**src/rtl/systolic_pkg.sv**
```systemverilog
// Shared types for the systolic array front end.
package systolic_pkg;

    typedef enum logic [1:0] {
        ST_IDLE   = 2'd0,
        ST_STREAM = 2'd1,
        ST_DRAIN  = 2'd2
    } feeder_state_t;

endpackage

```
**src/rtl/skew_line.sv**
```systemverilog
// Fixed-depth per-lane delay line; depth 0 is a wire.
module skew_line #(
    parameter int depth     = 1,
    parameter int data_size = 16
) (
    input  logic                 clk,
    input  logic                 reset,
    input  logic [data_size-1:0] d_i,
    output logic [data_size-1:0] q_o
);

    if (depth == 0) begin : g_pass
        logic unused_ok;
        assign unused_ok = clk ^ reset;
        assign q_o       = d_i;
    end else begin : g_dly
        logic [data_size-1:0] stage_q [depth];

        always_ff @(posedge clk or posedge reset) begin
            if (reset) begin
                for (int i = 0; i < depth; i++) stage_q[i] <= '0;
            end else begin
                stage_q[0] <= d_i;
                for (int i = 1; i < depth; i++) stage_q[i] <= stage_q[i-1];
            end
        end

        assign q_o = stage_q[depth-1];
    end

endmodule

```
**src/rtl/systolic_skew_feeder.sv**
```systemverilog
// Turns unskewed A/B beat vectors into the diagonal wavefront a systolic
// array expects, and emits the phase-alignment pulse for the first beat.
//
//   state     | meaning
//   ST_IDLE   | no tile in flight, waiting for the first beat
//   ST_STREAM | one beat slot per cycle, beat_q = position in tile
//   ST_DRAIN  | flushing the skew lines with zeros, source stalled
module systolic_skew_feeder
    import systolic_pkg::*;
#(
    parameter int size      = 3,
    parameter int data_size = 16
) (
    input  logic                      clk,
    input  logic                      reset,
    input  logic                      in_valid,
    output logic                      in_ready,
    input  logic [data_size*size-1:0] a_in,
    input  logic [data_size*size-1:0] b_in,
    output logic [data_size*size-1:0] a_out,
    output logic [data_size*size-1:0] b_out,
    output logic                      reset_counter,
    output logic                      busy,
    output logic                      underrun
);

    localparam int W          = data_size * size;
    localparam int CW         = (size > 1) ? $clog2(size) : 1;
    localparam int DRAIN_LOAD = (size > 2) ? size - 3 : 0;
    localparam logic [CW-1:0] LAST_BEAT = CW'(size - 1);

    feeder_state_t state_q;
    logic [CW-1:0] beat_q;
    logic [CW-1:0] drain_q;
    logic [W-1:0]  a_vec_q, b_vec_q;
    logic [W-1:0]  a_vec_d, b_vec_d;
    logic          rc_q;
    logic          underrun_q;
    logic          hs;

    function automatic logic [CW-1:0] wrap_inc(input logic [CW-1:0] b);
        return (b == LAST_BEAT) ? '0 : b + 1'b1;
    endfunction

    // At a tile boundary the slot is only offered when the source has a beat,
    // so the boundary cycle itself already counts as the first drain cycle.
    assign in_ready = !reset &&
                      ((state_q == ST_IDLE) ||
                       ((state_q == ST_STREAM) && ((beat_q != '0) || in_valid)));
    assign hs       = in_valid && in_ready;
    assign a_vec_d  = hs ? a_in : '0;
    assign b_vec_d  = hs ? b_in : '0;

    always_ff @(posedge clk or posedge reset) begin
        if (reset) begin
            state_q    <= ST_IDLE;
            beat_q     <= '0;
            drain_q    <= '0;
            a_vec_q    <= '0;
            b_vec_q    <= '0;
            rc_q       <= 1'b0;
            underrun_q <= 1'b0;
        end else begin
            a_vec_q <= a_vec_d;
            b_vec_q <= b_vec_d;
            rc_q    <= (state_q == ST_IDLE) && hs;
            case (state_q)
                ST_IDLE: begin
                    if (hs) begin
                        state_q <= ST_STREAM;
                        beat_q  <= wrap_inc('0);
                    end
                end
                ST_STREAM: begin
                    if (beat_q != '0) begin
                        beat_q <= wrap_inc(beat_q);
                        if (!in_valid) underrun_q <= 1'b1;
                    end else if (in_valid) begin
                        beat_q <= wrap_inc('0);
                    end else if (size > 2) begin
                        state_q <= ST_DRAIN;
                        drain_q <= CW'(DRAIN_LOAD);
                    end else begin
                        state_q <= ST_IDLE;
                    end
                end
                ST_DRAIN: begin
                    if (drain_q == '0) state_q <= ST_IDLE;
                    else               drain_q <= drain_q - 1'b1;
                end
                default: state_q <= ST_IDLE;
            endcase
        end
    end

    for (genvar k = 0; k < size; k++) begin : g_lane
        skew_line #(.depth(k), .data_size(data_size)) u_a (
            .clk   (clk),
            .reset (reset),
            .d_i   (a_vec_q[data_size*(size-k)-1 -: data_size]),
            .q_o   (a_out[data_size*(size-k)-1 -: data_size])
        );
        skew_line #(.depth(k), .data_size(data_size)) u_b (
            .clk   (clk),
            .reset (reset),
            .d_i   (b_vec_q[data_size*(size-k)-1 -: data_size]),
            .q_o   (b_out[data_size*(size-k)-1 -: data_size])
        );
    end

    assign reset_counter = rc_q;
    assign busy          = (state_q != ST_IDLE);
    assign underrun      = underrun_q;

endmodule

```
**config.mk**
```make
export PLATFORM = sky130hd
export DESIGN_NAME = systolic_skew_feeder
export DESIGN_NICKNAME = d
export VERILOG_FILES = /design/src/rtl/systolic_pkg.sv /design/src/rtl/skew_line.sv /design/src/rtl/systolic_skew_feeder.sv
export SDC_FILE = /design/constraint.sdc
export NUM_CORES = 1
export LEC_CHECK = 0
export ABC_AREA = 1
export CAP_MARGIN = 10
export CORE_ASPECT_RATIO = 1.75
export CORE_MARGIN = 4
export CORE_UTILIZATION = 50
export DETAILED_ROUTE_END_ITERATION = 6
export PLACE_DENSITY_LB_ADDON = 0.1
export SYNTH_ARGS = -nofsm -noshare
export SYNTH_HDL_FRONTEND = slang
export SYNTH_SLANG_ARGS = --single-unit
export TNS_END_PERCENT = 100
```
**constraint.sdc**
```tcl
create_clock -name clk -period 7 [get_ports clk]
set_input_delay 2.1 -clock clk [delete_from_list [all_inputs] [get_ports clk]]
set_output_delay 2.1 -clock clk [all_outputs]
set_load 0.05 [all_outputs]
```
==> summary.txt <==
Power
  – LEAKAGE: 4.560 nW
  – Peak supply drop: 236.9 uV
  – Pwr dens: 299.3 nW/um^2

Clocking
  – H-tree depth: 4
  – Clock tree buffer depth: 2
  – Post_cts resized: 0
  – Worst-path clk slew: approximately 70 ps
  – Worst-Skew Late Latency: 420 ps
  – Clk root buf: clkbuf_16
  – Clock Sinks: 200
  – TritonCTS Buffers: 17
  – CTS tree: done
  – Post-CTS setup buffers: 0
  – Hold buffers post-CTS: 0

Synthesis
  – Register area share after synthesis: slightly below 80%
  – Top FF cell, synth: dfrtp_1
  – Asr flop ratio synth: 100.0%
  – Synth Cell Area: approximately 6500 um^2
  – Number of flops mapped to enable cells by yosys: 0
  – Syn_nets: 601
  – Synthesized instance count: 501
  – Flops & latches, synth: 200
  – Total of warnings raised by yosys: 0
  – Yosys cell types: 17
  – Syn Area/Cell: 12.91 um^2

Cells and area
  – Final #Nets: 745
  – Register area: approximately 5000 um^2
  – Area growth from synthesis to layout: 34.53%
  – Fraction of layout instances using a drive strength above 1: between 5 and 6%
  – Fill cell count: 934
  – ANT cells: 0
  – Multi-input gate area: 510.5 um^2

Worst setup path
  – Path type of the worst setup path: in -> out
  – Worst EP arrival: 3880 ps
  – CP startpoint kind: input pin
  – Crit. End Element: output pin
  – CP max FO: 4
  – CP required: 4900 ps

Global routing
  – Vias in the first global route: roughly 3600
  – First-pass GRT wire length: 17760 um
  – Pin count of the biggest net entering global routing: 125
  – Grt ovf: 0
  – Initial antenna violation count: 0
  – Global Route Usage Sum: 16.14%

Route
  – Total Routed Length: between 10000 and 15000 um
  – WL/cell: 13.69 um
  – DRT Pass-1 Iters: 4
  – Drt via density: 4.194
  – DR WL met3: 1097 um
  – Via count of the routed design: 3464
  – Highest metal used: met4
  – DRT met1 WL: 3731 um
  – Iter 0 DRT Violations: 99
  – Met2 wire length: a little over 6000 um
  – Antenna viol nets, final: 0
  – Post-route DRC: 0

Placement
  – Place WS: 1028 ps
  – IO buf count: around 200
  – Gp weighted congestion: 0.7772
  – DP HPWL: 8005 um

Floorplanning
  – Core footprint: 12570 um^2
  – Die area: about 15000 um^2
  – Chip Width: 93.98 um
  – Die Ht: 158.5 um
  – I/O pins: roughly 200
  – Initial Util: 51.46%
  – # rows: 54

Hold path
  – Min-Delay Path Class: reg -> reg

STA
  – Max Freq: 0.1672 GHz
  – RSZ-0062 raised after global routing: false
  – Worst setup margin: 1018 ps
  – Fin Setup TNS: 0 ps
  – Clk_skew: 11.26 ps
  – Min cycle time layout: 5982 ps
  – Worst slew margin: 29.71%
  – Max-slew violations: 0
  – Worst-margin pin slew: about 1100 ps
  – Endpoints failing hold: 0
  – Setup violations, final: 0
  – Final Cycle Share: 85.45%

Run
  – Max-Cap Viols: 0

Run status
  – Status: finished clean
synthesized netlist by cell type (5+ instances only):
| cell type | number | share of area, % |
|---|---|---|
| buf_4 | 64 | 7.4 |
| nand3_1 | 7 | 0.54 |
| inv_1 | 103 | 6.0 |
| buf_2 | 5 | 0.39 |
| nor2_1 | 99 | 5.7 |
| nand2_1 | 9 | 0.52 |
| buf_6 | 5 | 0.87 |
| dfrtp_1 | 200 | 77 |
critical path, stage by stage:
cell             delay [ps]
clkdlybuf4s50_1         570
inv_1                    80
nand2_1                  70
nand2_1                 100
a21oi_1                 150
clkdlybuf4s50_1         820
sequential cells by signal (all words and copies together), names as in the netlist:
name,count
g_lane.u_a.g_dly.stage_q,16
g_lane.u_b.g_dly.stage_q,16
reset_counter,1
state_q,2
underrun,1
g_lane.u_a.q_o,32
g_lane.u_b.q_o,32
b_vec_q,48
beat_q,2
drain_q,2
a_vec_q,48
final cells by class:
class	count	share of cell area [%]
Inverter	104	4.573
Sequential cell	200	57.52
Multi-Input combinational cell	123	5.867
Tap cell	168	2.416
Clock inverter	14	1.826
Timing Repair Buffer	199	22.86
Clock buffer	18	4.932
cells in the final DEF (no fill, tap or decap):
cell type	n
buf_4	1
clkinvlp_4	1
o21bai_1	1
clkbuf_16	17
nand3_1	7
nand3b_1	1
inv_8	3
inv_6	6
nand3b_4	1
nand4_1	1
or2_2	1
nand2_1	9
clkinv_4	1
nor2_1	99
clkbuf_1	1
clkdlybuf4s50_1	198
dfrtp_1	200
bufinv_16	1
clkinv_2	1
inv_1	103
a21oi_1	1
ha_1	1
o21ai_0	1
clkinv_8	2
final timing paths:
check,startpoint,endpoint,slack (ps),depth (start not counted)
worst max register to register,state_q[1],b_vec_q[3],5190,2
worst max-delay path,in_valid,in_ready,1020,6
worst min-delay path,b_vec_q[29],g_lane[1].u_b.q_o[13],350,0
min in group asynchronous,reset,beat_q[0],2280,2
worst min register to register,b_vec_q[29],g_lane[1].u_b.q_o[13],350,0
max in group asynchronous,reset,g_lane[1].u_a.q_o[1],3240,3
where the power goes:
group	internal [mW]	switching, mW	total (mW)
logic	0.142	0.257	0.399
registers	1.23	0.0255	1.26
clock network	0.509	0.437	0.946
per-stage QoR:
step / cells / cell area, um^2 / power [mW] / hold WS, ps / util [%]
6_report: 826 / 8701 / 2.604 / 345.6 / 69.24
5_1_grt: 826 / 8701 / 2.720 / 352.3 / 69.24
4_1_cts: 826 / 8701 / 2.640 / 349.3 / 69.24
3_5_place_dp: 794 / 8113 / 1.686 / 334.7 / 64.56
3_3_place_gp: 794 / 8113 / 1.676 / 331.1 / 64.56
2_1_floorplan: 501 / 6467 / 1.553 / 331.2 / -
cells by family after synthesis:
family / share of synthesized area [%]
flip-flops: 77.38
buffers and inverters: 14.72
AND/OR/NAND/NOR: 7.429
adder cells (fa/ha/maj): 0.1934
AO/OA/AOI/OAI: 0.2707
per-layer routing:
metal | track usage [%] | up-vias
li1 | - | 1652
met1 | 16.34 | 1671
met2 | 27.41 | 122
met3 | 8.180 | 19
met4 | 7.576 | 0
met5 | 0 | -
Note: power is estimated with default switching activity, not from simulation.
